## config.mk

```make
export PLATFORM = sky130hd
export DESIGN_NAME = l2c_tag_arb
export DESIGN_NICKNAME = d
export VERILOG_FILES = /design/src/rtl/l2c_tag_arb.sv
export SDC_FILE = /design/constraint.sdc
export NUM_CORES = 1
export LEC_CHECK = 0
export CAP_MARGIN = 30
export CORE_MARGIN = 2
export CORE_UTILIZATION = 40
export CTS_CLUSTER_SIZE = 28
export DETAILED_ROUTE_END_ITERATION = 12
export PLACE_DENSITY = 0.7
export SLEW_MARGIN = 0
export SYNTH_ARGS = -nofsm -noshare
export SYNTH_HDL_FRONTEND = slang
export SYNTH_SLANG_ARGS = --single-unit
```

## constraint.sdc

```tcl
create_clock -name Clk -period 3.2 [get_ports Clk]
set_input_delay 0.64 -clock Clk [delete_from_list [all_inputs] [get_ports Clk]]
set_output_delay 0.64 -clock Clk [all_outputs]
set_load 0.05 [all_outputs]
```

## src/rtl/l2c_tag_arb.sv

```systemverilog
// Round-robin arbiter for L2 cache tag-pipeline access (one-hot Idle/Grant/Done FSM).
// Optional watchdog on Grant duration enabled by defining L2C_TAG_ARB_WDOG_EN.
module l2c_tag_arb #(
  parameter int N_REQ    = 4,
  parameter int WDOG_MAX = 255
) (
  input  logic             Clk,
  input  logic             Reset,
  input  logic [N_REQ-1:0] i_req,
  input  logic             i_tag_ack,
  output logic             o_tag_req,
  output logic [N_REQ-1:0] o_gnt,
  output logic [N_REQ-1:0] o_ack,
  output logic             o_busy,
  output logic             o_wdog_err
);

  localparam int PW = (N_REQ > 1) ? $clog2(N_REQ) : 1;

  localparam logic [2:0] S_IDLE  = 3'b001;
  localparam logic [2:0] S_GRANT = 3'b010;
  localparam logic [2:0] S_DONE  = 3'b100;

  if (N_REQ < 2 || N_REQ > 8 || WDOG_MAX < 1) begin : g_param_check
    $error("l2c_tag_arb: N_REQ must be 2..8 and WDOG_MAX at least 1");
  end

  logic [2:0]       state, state_nxt;
  logic [PW-1:0]    ptr, gnt_idx, win_idx;
  logic [N_REQ-1:0] gnt_reg, win_oh;
  logic             win_vld;
  logic [PW:0]      cand;

  // Search upward from ptr with wrap; the first set request wins.
  always_comb begin
    win_vld = 1'b0;
    win_idx = '0;
    win_oh  = '0;
    cand    = '0;
    for (int unsigned i = 0; i < N_REQ; i++) begin
      cand = {1'b0, ptr} + (PW+1)'(i);
      if (cand >= (PW+1)'(N_REQ))
        cand = cand - (PW+1)'(N_REQ);
      if (!win_vld && i_req[cand[PW-1:0]]) begin
        win_vld = 1'b1;
        win_idx = cand[PW-1:0];
      end
    end
    win_oh[win_idx] = win_vld;
  end

  always_comb begin
    state_nxt = state;
    case (state)
      S_IDLE:  if (win_vld)   state_nxt = S_GRANT;
      S_GRANT: if (i_tag_ack) state_nxt = S_DONE;
      S_DONE:                 state_nxt = S_IDLE;
      default:                state_nxt = S_IDLE;
    endcase
  end

  always_ff @(posedge Clk or negedge Reset) begin
    if (!Reset)
      state <= S_IDLE;
    else
      state <= state_nxt;
  end

  always_ff @(posedge Clk or negedge Reset) begin
    if (!Reset) begin
      ptr     <= '0;
      gnt_idx <= '0;
      gnt_reg <= '0;
    end else if (state == S_IDLE && win_vld) begin
      gnt_idx <= win_idx;
      gnt_reg <= win_oh;
    end else if (state == S_DONE) begin
      ptr <= (gnt_idx == PW'(N_REQ-1)) ? '0 : gnt_idx + 1'b1;
    end
  end

  assign o_tag_req = (state == S_GRANT);
  assign o_gnt     = o_tag_req ? gnt_reg : '0;
  assign o_ack     = (state == S_DONE) ? gnt_reg : '0;
  assign o_busy    = (state != S_IDLE);

`ifdef L2C_TAG_ARB_WDOG_EN
  localparam int CW = $clog2(WDOG_MAX + 1);

  logic [CW-1:0] wdog_cnt;
  logic          wdog_err;

  // Counter saturates at WDOG_MAX; the error flag is sticky until reset.
  always_ff @(posedge Clk or negedge Reset) begin
    if (!Reset) begin
      wdog_cnt <= '0;
      wdog_err <= 1'b0;
    end else if (state == S_IDLE && win_vld) begin
      wdog_cnt <= '0;
    end else if (state == S_GRANT) begin
      if (wdog_cnt != CW'(WDOG_MAX))
        wdog_cnt <= wdog_cnt + 1'b1;
      if (wdog_cnt == CW'(WDOG_MAX-1))
        wdog_err <= 1'b1;
    end
  end

  assign o_wdog_err = wdog_err;
`else
  assign o_wdog_err = 1'b0;
`endif

endmodule

```

; Word level (Yosys, flattened, before mapping)
; Index checks and enable logic that the tools add are counted.
[classes]
addsub = 8
order_cmp = 10
eq_ne = 7
muxes = 28
bitwise_logic = 2
n_reduce_logical = 10
[ops]
columns = cell, count
row1 = 2-bit 2-to-1 mux, 9
row2 = 2-bit by 3-bit less-than comparator with 1-bit output (second input constant), 5
row3 = 3-bit greater-or-equal comparator (second input constant), 3
row4 = 1-bit 2-to-1 mux, 9
row5 = 1-bit binary-select mux with 2-bit select, 4
row6 = 4-bit 2-to-1 mux, 2
row7 = 2-bit by 1-bit subtractor with 2-bit output (second input constant), 4
row8 = 2-bit by 2-bit adder with 3-bit output (second input constant), 2
row9 = 3-bit 2-to-1 mux, 2
row10 = 3-bit case mux with 2 select lines, 1
row11 = 1-bit logical AND, 5
row12 = 4-bit bitwise AND, 1
row13 = 2-bit inequality test (second input constant), 2
row14 = 2-bit AND reduction, 2
row15 = 2-bit by 1-bit adder with 3-bit output (second input constant), 1
row16 = 3-bit by 1-bit equality test with 1-bit output (second input constant), 1
row17 = 3-bit by 2-bit equality test with 1-bit output (second input constant), 1
row18 = 3-bit equality test (second input constant), 1
row19 = 2-bit by 3-bit greater-or-equal comparator with 1-bit output (second input constant), 1
row20 = 1-bit logical NOT, 3
row21 = 3-bit by 1-bit inequality test with 1-bit output (second input constant), 1
row22 = 2-bit by 1-bit adder with 2-bit output (second input constant), 1
row23 = 1-bit demux with 2-bit select, 1
row24 = 2-bit equality test (second input constant), 1
row25 = 2 further kinds, 2
[totals]
regBits = 11
in_bits = 7
out_inout_bits = 11
wordCells = 69

; Depth between registers and ports, before layout
[logic_depth]
word_depth = 19
mapped_depth = 5
depth_no_buf = 4

; Worst setup path before layout
; Ideal clock, no wire load.
[synth_timing]
kind = register -> output
from = reg state[0]
to = out o_gnt[0]
arrival_ns = 2.395
required_ns = 2.560
slack_ns = 0.165
path_stages_with_launch = 3
n_path_buf = 0
path_cell_list = dfstp_2 -> nor3b_1 -> and2_1
[synth_via]
elab_chain_len = 2
[synth_rtl]
columns = element, line_no
row1 = start: declaration, 28  ; logic [2:0] state, state_nxt;
row2 = start signal: assignment, 66  ; state <= state_nxt;
row3 = 3-bit by 2-bit equality test with 1-bit output, 82  ; assign o_tag_req = (state == S_GRANT);
row4 = via o_tag_req, 11  ; output logic o_tag_req,
row5 = 4-bit 2-to-1 mux, 83  ; assign o_gnt = o_tag_req ? gnt_reg : '0;
row6 = end: declaration, 12  ; output logic [N_REQ-1:0] o_gnt,
; The timed path passes the listed nets, and every way through them passes these cells.

; Final worst setup path
[layout_timing]
from = reg state[0]
to = out o_gnt[2]
[layout_via]
elab_chain_len = 2
[layout_rtl]
columns = element, line_no
row1 = 3-bit by 2-bit equality test with 1-bit output, 82
row2 = 4-bit 2-to-1 mux, 83
; Every way passes these cells.

==> impl_results.md <==
* WL met1 at 529 µm
* Largest net degree at the start of global routing at 12
* Register area at 277 µm²
* CTS tree: built
* Layout area overhead at 33.8%
* Flops & latches, synth at 11
* Setup crit start kind: register
* Pwr Total at 654 µW
* RR Startpoint: state[1]
* Placed inst area at 771 µm²
* Post-synth EDFFs at 0
* RSZ-0062 raised after global routing: false
* Top post-synthesis cells by area: dfrtp_1, and2_1, dfstp_2
* Max reg flops at 4
* Core Region at 1350 µm²
* Worst Tran Pin Value at 0.496 ns
* Hold EP: gnt_reg[0]
* Routed met2 length at 535 µm
* Layout cell share with drive strength beyond 1 at 0.125
* YS warnings at 0
* Count leader, synth: dfrtp_1
* Placement Rows at 13
* Reg2Reg Depth at 4
* Ys async rst share at 1.00
* Cell taking the most area after synthesis: dfrtp_1
* Status: completed
* Global route overflow at 0
* DRT iter0 DRCs at 15
* Multi-input gate area at 289 µm²
* Setup Crit Path Kind: reg -> out
* Worst slew margin at 0.668
* Input/output buffers at 16
* Critical R2R Capture: gnt_reg[2]
* Full die area at 1810 µm²
* Cell Chain, Critical Path: nor3b_1 > buf_4 > and2_1 > clkdlybuf4s50_1
* GP Congestion at 0.708
* Die Y at 42.6 µm
* Tightest Hold Check Type: reg -> reg
* Primary FF master, synth: dfrtp_1
* Clk slew on worst S/H paths at 0.08 ns
* Hold path cells at 2
* Post-synth top cells: dfrtp_1, and2_1, nand2_1
* Clk_lat worst skew at 0.27 ns
* Filler cell count in the final layout at 122
* PwrDens at 821 nW/µm²
* Wire per inst at 11.6 µm
* Clock Path Buffers at 2
* Vias at 469
* Total GRT Usage at 0.141
* Cts repair resizes at 0
* CTS buffer count at 3
* Syn Nets at 68
* FF-to-FF setup slack at 1.73 ns
* Mean Syn Cell Area at 9.93 µm²
* Setup bufs post-CTS at 0
* Peak Freq at 0.350 GHz
* Final Instance Area at 797 µm²
* Nets at 89
* Final Max Tran Viols at 0
* Worst EP arrival at 2.22 ns
* DR DRC count at 0
* Period utilisation layout at 0.893
* Hold_buf cts at 0
* Critical path required time at 2.56 ns
* Sink Count at 11
* Highest Signal Layer: met3
* CP max stage cell: clkdlybuf4s50_1
* Routed wire length at 1.10 mm
* H-Tree Depth at 1
* Root Buffer: clkbuf_4
* Number of global-route vias before repair at 440
* Crit path max fanout at 5
* DP Wirelength at 877 µm
* Final setup vio count at 0
* Setup crit end kind: output port
* Min-delay src: gnt_reg[0]
* # Max-Cap Violations at 0
* WL met3 at 37 µm
* Setup TNS at 0 ns
* # diodes at 0
* Clock skew at 0.00950 ns
* Sequential area share after synthesis at 0.464
* Initial Util at 0.441
* Min Tclk post-route at 2.86 ns
* Die width at 42.6 µm
* Post-DRT Antenna Nets at 0
* Post-Syn Instances at 60
* Final Hold Fails at 0
* Leak at 0.360 nW
* Antenna violations before repair at 0
* VDD IR max at 535 µV
* Share of the synthesized area in the top cell type at 0.420
* DR pass1 iterations at 5
* Post-synthesis cell area at 596 µm²
* Via/cell ratio at 4.94
* Global-route wire length before repair at 1.90 mm
* Io pins at 18
* CP max stage delay at 0.79 ns
* Post-synthesis cell type count at 28
## worst max-delay path: cells and delay by family (launching register included)
kind | cells | cell delay [ns]
flip-flops | 1 | 0.39
buffers and inverters | 2 | 1.00
AND/OR/NAND/NOR | 2 | 0.56
## cells in the final DEF, fill, tap and decap left out
cell type / count
clkdlybuf4s50_1: 16
dfrtp_1: 10
and2_1: 9
nand2_1: 5
nor2_1: 4
inv_1: 3
clkbuf_4: 3
nor3b_1: 2
mux2_2: 2
a21oi_1: 2
a21o_1: 2
a22o_1: 2
o31ai_1: 2
buf_4: 2
or4_4: 1
nand3_2: 1
nand2b_1: 1
nor2b_1: 1
a311oi_1: 1
nor3_1: 1
or2b_1: 1
a211oi_1: 1
a211o_1: 1
o21ai_1: 1
o21ai_0: 1
a31oi_1: 1
ha_1: 1
conb_1: 1
clkbuf_1: 1
dfstp_2: 1
## routing by layer
layer  vias up  track usage
met5         -            0
li1        249            -
met1       210        0.194
met4         0       0.0563
met2        10        0.209
met3         0       0.0388
## kinds of logic after synthesis
logic type / synth area share
buf+inv: 0.0504
compound gates: 0.166
flops: 0.464
other cells: 0.00630
mux: 0.0378
simple gates: 0.254
fa+ha+maj: 0.0210
## how the worst max path moves through the flow
stage                     startpoint       end  slack (ns)  depth (start not counted)
after floorplan             state[0]  o_gnt[0]        0.16                          2
after CTS                   state[0]  o_gnt[2]        0.32                          4
after detailed placement    state[0]  o_gnt[2]        0.63                          4
after global placement      state[0]  o_gnt[2]        0.67                          4
after global routing        state[0]  o_gnt[2]        0.17                          4
final                       state[0]  o_gnt[2]        0.34                          4
## layout make-up
| type | instances | area share |
|---|---|---|
| Clock buffer | 4 | 0.0330 |
| Tap cell | 15 | 0.0235 |
| Sequential cell | 11 | 0.347 |
| Timing Repair Buffer | 18 | 0.220 |
| Multi-Input combinational cell | 44 | 0.363 |
| Inverter | 3 | 0.0141 |
## power breakdown
part | internal [mW] | leakage [nW] | switching [mW]
sequential | 0.202 | 0.139 | 0.0437
combinational | 0.127 | 0.206 | 0.187
clock | 0.0481 | 0.0150 | 0.0467
## through the flow
stage / std cells / hold WS (ns) / util / setup WS (ns)
finish: 95 / 0.494 / 0.590 / 0.343
CTS: 95 / 0.498 / 0.590 / 0.320
global placement: 91 / 0.475 / 0.571 / 0.675
floorplan: 60 / 0.344 / - / 0.165
global route: 95 / 0.537 / 0.590 / 0.167
detailed placement: 91 / 0.481 / 0.571 / 0.628
Power figures use the tool's default switching activity.
